[config.mk]
export PLATFORM = sky130hd
export DESIGN_NAME = seq_divider
export DESIGN_NICKNAME = d
export VERILOG_FILES = /design/src/rtl/seq_divider.sv
export SDC_FILE = /design/constraint.sdc
export NUM_CORES = 1
export LEC_CHECK = 0
export CAP_MARGIN = 0
export CORE_MARGIN = 2
export CORE_UTILIZATION = 60
export DETAILED_ROUTE_END_ITERATION = 16
export HOLD_SLACK_MARGIN = 0.15
export MAX_ROUTING_LAYER = met4
export PLACE_DENSITY = 0.95
export RECOVER_POWER = 50
export SLEW_MARGIN = 20
export SYNTH_ARGS = -nofsm -noshare
export SYNTH_HDL_FRONTEND = slang
export SYNTH_SLANG_ARGS = --single-unit
[constraint.sdc]
create_clock -name clk -period 6.2 [get_ports clk]
set_input_delay 0.62 -clock clk [delete_from_list [all_inputs] [get_ports clk]]
set_output_delay 0.62 -clock clk [all_outputs]
set_load 0.005 [all_outputs]
[src/rtl/seq_divider.sv]
// Multi-cycle signed restoring divider: one quotient bit per clock, start/busy/done handshake.
// Quotient truncates toward zero; remainder carries the dividend's sign.
module seq_divider #(
  parameter int WIDTH = 32
) (
  input  logic             clk,
  input  logic             reset_n,
  input  logic             start,
  input  logic [WIDTH-1:0] dividend,
  input  logic [WIDTH-1:0] divisor,
  output logic             busy,
  output logic             done,
  output logic [WIDTH-1:0] quotient,
  output logic [WIDTH-1:0] remainder,
  output logic             div_by_zero
);
  localparam int CW = $clog2(WIDTH + 1);

  typedef enum logic [1:0] {IDLE, CALC, FIX} state_t;
  state_t state, state_nxt;

  logic [WIDTH-1:0] rem_r, dvd_r, dvs_r;
  logic [CW-1:0]    cnt;
  logic             qsign, rsign, dz;
  logic [WIDTH-1:0] dvd_mag, dvs_mag;
  logic [WIDTH:0]   trial;

  // -2^(WIDTH-1) negates to itself, which read unsigned is the exact magnitude.
  assign dvd_mag = dividend[WIDTH-1] ? -dividend : dividend;
  assign dvs_mag = divisor[WIDTH-1]  ? -divisor  : divisor;
  assign trial   = {rem_r, dvd_r[WIDTH-1]} - {1'b0, dvs_r};
  assign busy    = (state != IDLE);

  always_ff @(posedge clk or negedge reset_n) begin
    if (!reset_n) state <= IDLE;
    else          state <= state_nxt;
  end

  always_comb begin
    state_nxt = state;
    case (state)
      IDLE:    if (start) state_nxt = (divisor == '0) ? FIX : CALC;
      CALC:    if (cnt == CW'(1)) state_nxt = FIX;
      FIX:     state_nxt = IDLE;
      default: state_nxt = IDLE;
    endcase
  end

  always_ff @(posedge clk or negedge reset_n) begin
    if (!reset_n) begin
      rem_r       <= '0;
      dvd_r       <= '0;
      dvs_r       <= '0;
      cnt         <= '0;
      qsign       <= 1'b0;
      rsign       <= 1'b0;
      dz          <= 1'b0;
      done        <= 1'b0;
      quotient    <= '0;
      remainder   <= '0;
      div_by_zero <= 1'b0;
    end else begin
      done <= 1'b0;
      case (state)
        IDLE: if (start) begin
          dvs_r <= dvs_mag;
          qsign <= dividend[WIDTH-1] ^ divisor[WIDTH-1];
          rsign <= dividend[WIDTH-1];
          cnt   <= CW'(WIDTH);
          dz    <= (divisor == '0);
          // On divide-by-zero the dividend magnitude parks in the remainder so FIX restores it.
          if (divisor == '0) begin
            rem_r <= dvd_mag;
            dvd_r <= '0;
          end else begin
            rem_r <= '0;
            dvd_r <= dvd_mag;
          end
        end
        CALC: begin
          if (!trial[WIDTH]) rem_r <= trial[WIDTH-1:0];
          else               rem_r <= {rem_r[WIDTH-2:0], dvd_r[WIDTH-1]};
          dvd_r <= {dvd_r[WIDTH-2:0], ~trial[WIDTH]};
          cnt   <= cnt - CW'(1);
        end
        FIX: begin
          quotient    <= dz ? '1 : (qsign ? -dvd_r : dvd_r);
          remainder   <= rsign ? -rem_r : rem_r;
          div_by_zero <= dz;
          done        <= 1'b1;
        end
        default: ;
      endcase
    end
  end
endmodule

; Yosys cells after proc, flatten, opt, wreduce, memory -nomap -nowiden
; Index checks and enable logic that the tools add are counted.
[word_totals]
inputBits = 67
word_cells = 51
regBits = 173
output_inout_bits = 67
[op_classes]
n_mux = 19
bitwise_logic = 2
add_sub_neg = 6
reduce_logical = 7
n_eq_ne = 5
[ops]
columns = op, n
row1 = 32-bit 2-to-1 mux, 10
row2 = 32-bit negator, 4
row3 = 32-bit one-hot mux with 2 select lines, 2
row4 = 33-bit by 32-bit subtractor with 33-bit output, 1
row5 = 32-bit logical NOT, 1
row6 = 6-bit one-hot mux with 2 select lines, 1
row7 = "6-bit by 1-bit == test with 1-bit output, second input constant", 1
row8 = 2-bit 2-to-1 mux, 3
row9 = 6-bit 2-to-1 mux, 1
row10 = 2-bit AND reduction, 3
row11 = "6-bit by 1-bit subtractor with 6-bit output, second input constant", 1
row12 = "2-bit != test, second input constant", 2
row13 = 2-bit one-hot mux with 2 select lines, 1
row14 = 2-bit nonzero test, 2
row15 = "2-bit by 1-bit == test with 1-bit output, second input constant", 1
row16 = "2-bit == test, second input constant", 1
row17 = 2-bit logical NOT, 1
row18 = 1-bit 2-to-1 mux, 1
row19 = 1-bit NOT, 1
row20 = 1-bit bitwise XOR, 1

; Longest topological paths before layout
[depth]
word_depth = 5
mapped_depth = 14
ltp_nobuf = 12

; Worst setup path after synthesis
; No wires, ideal clock.
[synth_timing]
kind = input to register
startpoint = input divisor[8]
endpoint = register dvs_r[27]
arrival_ns = 3.115
setup_slack_ns = 2.954
setup_time_ns = 0.131
cell_stages = 8
n_path_buf = 0
required_ns = 6.069
path_cell_list = or4_4 -> or3_4 -> or2_4 -> or4_4 -> or4_4 -> o41ai_4 -> xor2_1 -> o21ai_1
[synth_via]
elab_chain_len = 2
[synth_lines]
columns = element, line_no
row1 = from (decl), 10  ; input logic [WIDTH-1:0] divisor,
row2 = 32-bit negator, 30  ; assign dvs_mag = divisor[WIDTH-1] ? -divisor : divisor;
row3 = 32-bit 2-to-1 mux, 30
row4 = to (signal assigned), 66  ; dvs_r <= dvs_mag;
row5 = to (decl), 22  ; logic [WIDTH-1:0] rem_r, dvd_r, dvs_r;
; No other way between the ends.
; A chain may end at the register's enable or synchronous reset.

; Worst setup path in the final report
[layout_timing]
startpoint = register state[0]
endpoint = register dvs_r[1]
[layout_via]
elab_chain_len = 2
[layout_lines]
columns = element, line_no
row1 = from (decl), 20  ; state_t state, state_nxt;
row2 = from (signal assigned), 36  ; else state <= state_nxt;
row3 = 2-bit logical NOT, 64  ; case (state)
row4 = 2-bit AND reduction (no line), n/a
; No other way between the ends.

==> run_results.csv <==
group,metric,value,unit
status,status,"finished with violations",
status,violations,"capacitance limit, slew limit",
worst_setup_path,path_common_cell,"buf_4",
final_layout,final_area,0.01355,mm²
clocking,cts_made_buffers,17,
timing,setup_viol,0,
drt,wirelength,33300,µm
drt,firstDrtPassIters,6,
worst_setup_path,cp.required,6.48,ns
synthesis,post_synth_inst_count,1397,
drt,routedWlPerCell,19.28,µm
worst_setup_path,reg2reg_slack,1.79,ns
timing,fmax,226.6,MHz
worst_setup_path,reg2reg_depth,8,
floorplanning,rows,50,
floorplanning,die_h,142.7,µm
timing,skew,0.01029,ns
final_layout,stdcell_count,1727,
placement,dp_hpwl,24240,µm
floorplanning,io_pins,134,
timing,rsz0062_at_grt,"false",
timing,tns,0,ns
timing,final_hold_viol_count,0,
pwr,p_total,0.008369,W
global_route,grt_pass1_wl,53490,µm
worst_setup_path,crit_path_cell_trace,"buf_4, nor2_1, nor2_4, clkbuf_1, nand2_2, buf_4, nand2_1, o21ai_0",
worst_setup_path,critPathLaunchType,"flop",
synthesis,synth_nets,1503,
timing,slew_headroom,-76.18,%
final_layout,post-route-util,72.21,%
final_layout,area_delta_synth_final,17.50,%
timing,finalCritPeriodShare,71.17,%
drt,first_iter_violations,1334,
clocking,cts-resized-gates,0,
pwr,leakagePower,5.772,nW
synthesis,synthFlopType,"dfrtp_1",
clocking,clock_latency,0.44,ns
worst_hold_path,min-delay-path-class,"input port to asynchronous set/reset pin",
floorplanning,core,0.01877,mm²
worst_setup_path,r2r-start,"state[0]$_DFFE_PN0P_",
clocking,cts_setup_buffers,0,
final_layout,drive_above_1_share,4.555,%
clocking,hold_buffers,0,
placement,postPlaceCellArea,0.01299,mm²
clocking,clkSinkCount,173,
final_layout,layout.nets,1588,
worst_setup_path,crit_family,"buffers and inverters",
global_route,globalRouteOverflowTotal,0,
placement,dp_cells,1697,
final_layout,final_cell_mix,"nand2_1, dfrtp_1, nor2_1, clkdlybuf4s50_1, o21ai_0",
floorplanning,dieArea,0.02035,mm²
global_route,grt_usage,34.43,%
synthesis,seq_area_frac_synth,37.53,%
drt,num_vias,11080,
timing,fin_crit,4.413,ns
worst_setup_path,critPathMaxFanout,58,
pwr,p_per_area,617.5,mW/mm²
worst_setup_path,r2r_end,"dvs_r[1]$_DFFE_PN0P_",
synthesis,ys_ff_latch,173,
synthesis,synth-edff-count,0,
final_layout,diodes,0,
global_route,grt_max_degree,94,
drt,ant_nets,0,
synthesis,yosys_warnings,0,
final_layout,layout_commonest_cell,"nand2_1",
global_route,grt_pass1_vias,10440,
timing,maxSlewViolCount,57,
synthesis,syn_area_per_cell,8.257,µm²
synthesis,synthArstFlopShare,100.0,%
synthesis,synthesis.area,0.01153,mm²
drt,drc,0,
clocking,clk_pin_slew,0.07,ns
final_layout,num-fill-cells,1373,
floorplanning,die_w,142.7,µm
worst_setup_path,critPathBufInv,3,
clocking,cts_buffer_depth,2,
placement,gp_routability_congestion,0.9862,
global_route,antenna_found_initial,1,
floorplanning,start_util,61.46,%
worst_setup_path,cp.arrival,4.70,ns
clocking,cts_root_buf,"clkbuf_16",
placement,port-buffer-count,133,
timing,worst_pin_slew,2.643,ns
pwr,ir_drop,498.8,µV
job,cap_violations,1,
clocking,cts_tree,"yes",
clocking,htree_levels,4,
worst_setup_path,max_stage_delay,1.86,ns
drt,avgViaCountPerCell,6.417,
worst_setup_path,critPathSlowestCell,"clkbuf_1",
worst_setup_path,crit_type,"flop to flop",
worst_setup_path,end_kind,"flop",
synthesis,synth_cell_types,67,
-- power breakdown --
part	internal (W)	switching, W	total, W
clock network	0.000559	0.000489	0.00105
logic	0.00210	0.00288	0.00498
registers	0.00167	0.000671	0.00234
total	0.00433	0.00404	0.00837
-- routing by layer --
layer	wire length, µm	track usage (%)
met1	13230	44.25
met2	15560	54.02
met3	3243	6.707
met4	1263	13.76
met5	0	-
-- synth_stat cells (all sizes together), types with 9 or more instances --
| cell type | instances | area (µm²) |
|---|---|---|
| clkbuf | 76 | 285.3 |
| a211oi | 11 | 82.58 |
| o211ai | 11 | 82.58 |
| nand2b | 11 | 68.82 |
| ha | 38 | 475.5 |
| a221oi | 29 | 254.0 |
| nand4 | 10 | 62.56 |
| a21o | 15 | 112.6 |
| nand2 | 196 | 735.7 |
| xnor2 | 53 | 464.2 |
| xor2 | 94 | 823.3 |
| mux2i | 9 | 90.09 |
| nor2 | 137 | 514.2 |
| nand3 | 17 | 85.08 |
| a21oi | 68 | 340.3 |
| or4 | 18 | 146.4 |
| or2 | 12 | 77.57 |
| a31oi | 22 | 137.6 |
| o31ai | 38 | 290.3 |
| dfrtp | 173 | 4329 |
| o41ai | 14 | 141.4 |
| nor3 | 31 | 155.2 |
| and3 | 10 | 62.56 |
| inv | 54 | 202.7 |
| o21ai | 156 | 780.8 |
| or3 | 14 | 92.59 |
-- worst max path at each step --
stage / cells after the start / start / end / slack, ns
2_1_floorplan: 8 / divisor[8] / dvs_r[27]$_DFFE_PN0P_ / 2.95
3_3_place_gp: 10 / divisor[0] / rem_r[21]$_DFFE_PN0P_ / 2.31
3_5_place_dp: 10 / divisor[0] / rem_r[21]$_DFFE_PN0P_ / 2.29
4_1_cts: 12 / dvd_r[31]$_DFFE_PN0P_ / rem_r[27]$_DFFE_PN0P_ / 2.33
5_1_grt: 8 / state[0]$_DFFE_PN0P_ / dvs_r[1]$_DFFE_PN0P_ / 1.50
6_report: 8 / state[0]$_DFFE_PN0P_ / dvs_r[1]$_DFFE_PN0P_ / 1.79
-- final cells by class --
cell class | count | area [µm²] | share of cell area, %
clock buffers | 17 | 425.4 | 3.139
clock inverters | 13 | 132.6 | 0.9786
inverters | 55 | 206.4 | 1.523
multi-input cells | 1089 | 6736 | 49.70
flip-flops and latches | 173 | 4329 | 31.94
well taps | 234 | 292.8 | 2.160
repair buffers | 146 | 1430 | 10.55
-- logic make-up after synthesis --
logic type / after synthesis / synth area share (%)
fa+ha+maj: 39 / 4.296
buf+inv: 135 / 4.393
mux: 12 / 1.074
flops: 173 / 37.53
xor+xnor: 147 / 11.16
simple gates: 478 / 18.73
compound gates: 413 / 22.81
-- metrics by stage --
| step | setup slack (ns) | hold slack (ns) |
|---|---|---|
| after global placement | 2.310 | 0.4499 |
| after detailed placement | 2.285 | 0.4588 |
| after CTS | 2.326 | 0.3217 |
| final | 1.787 | 0.2769 |
| after global routing | 1.499 | 0.3584 |
| after floorplan | 2.954 | 0.3244 |
-- worst reg2reg max path, delay by kind of cell (launching register included) --
kind / cells / cell delay [ns]
buffers and inverters: 3 / 2.77
AO/OA/AOI/OAI: 1 / 0.10
flip-flops: 1 / 0.33
AND/OR/NAND/NOR: 4 / 1.05
-- state kept, by name, summed over array words and instances, names as in the netlist --
| name | flops |
|---|---|
| dvd_r | 32 |
| dvs_r | 32 |
| quotient | 32 |
| rem_r | 32 |
| remainder | 32 |
| cnt | 6 |
| state | 2 |
| div_by_zero | 1 |
| done | 1 |
| dz | 1 |
| qsign | 1 |
| rsign | 1 |
No activity file was read; power rests on OpenSTA's default activity.
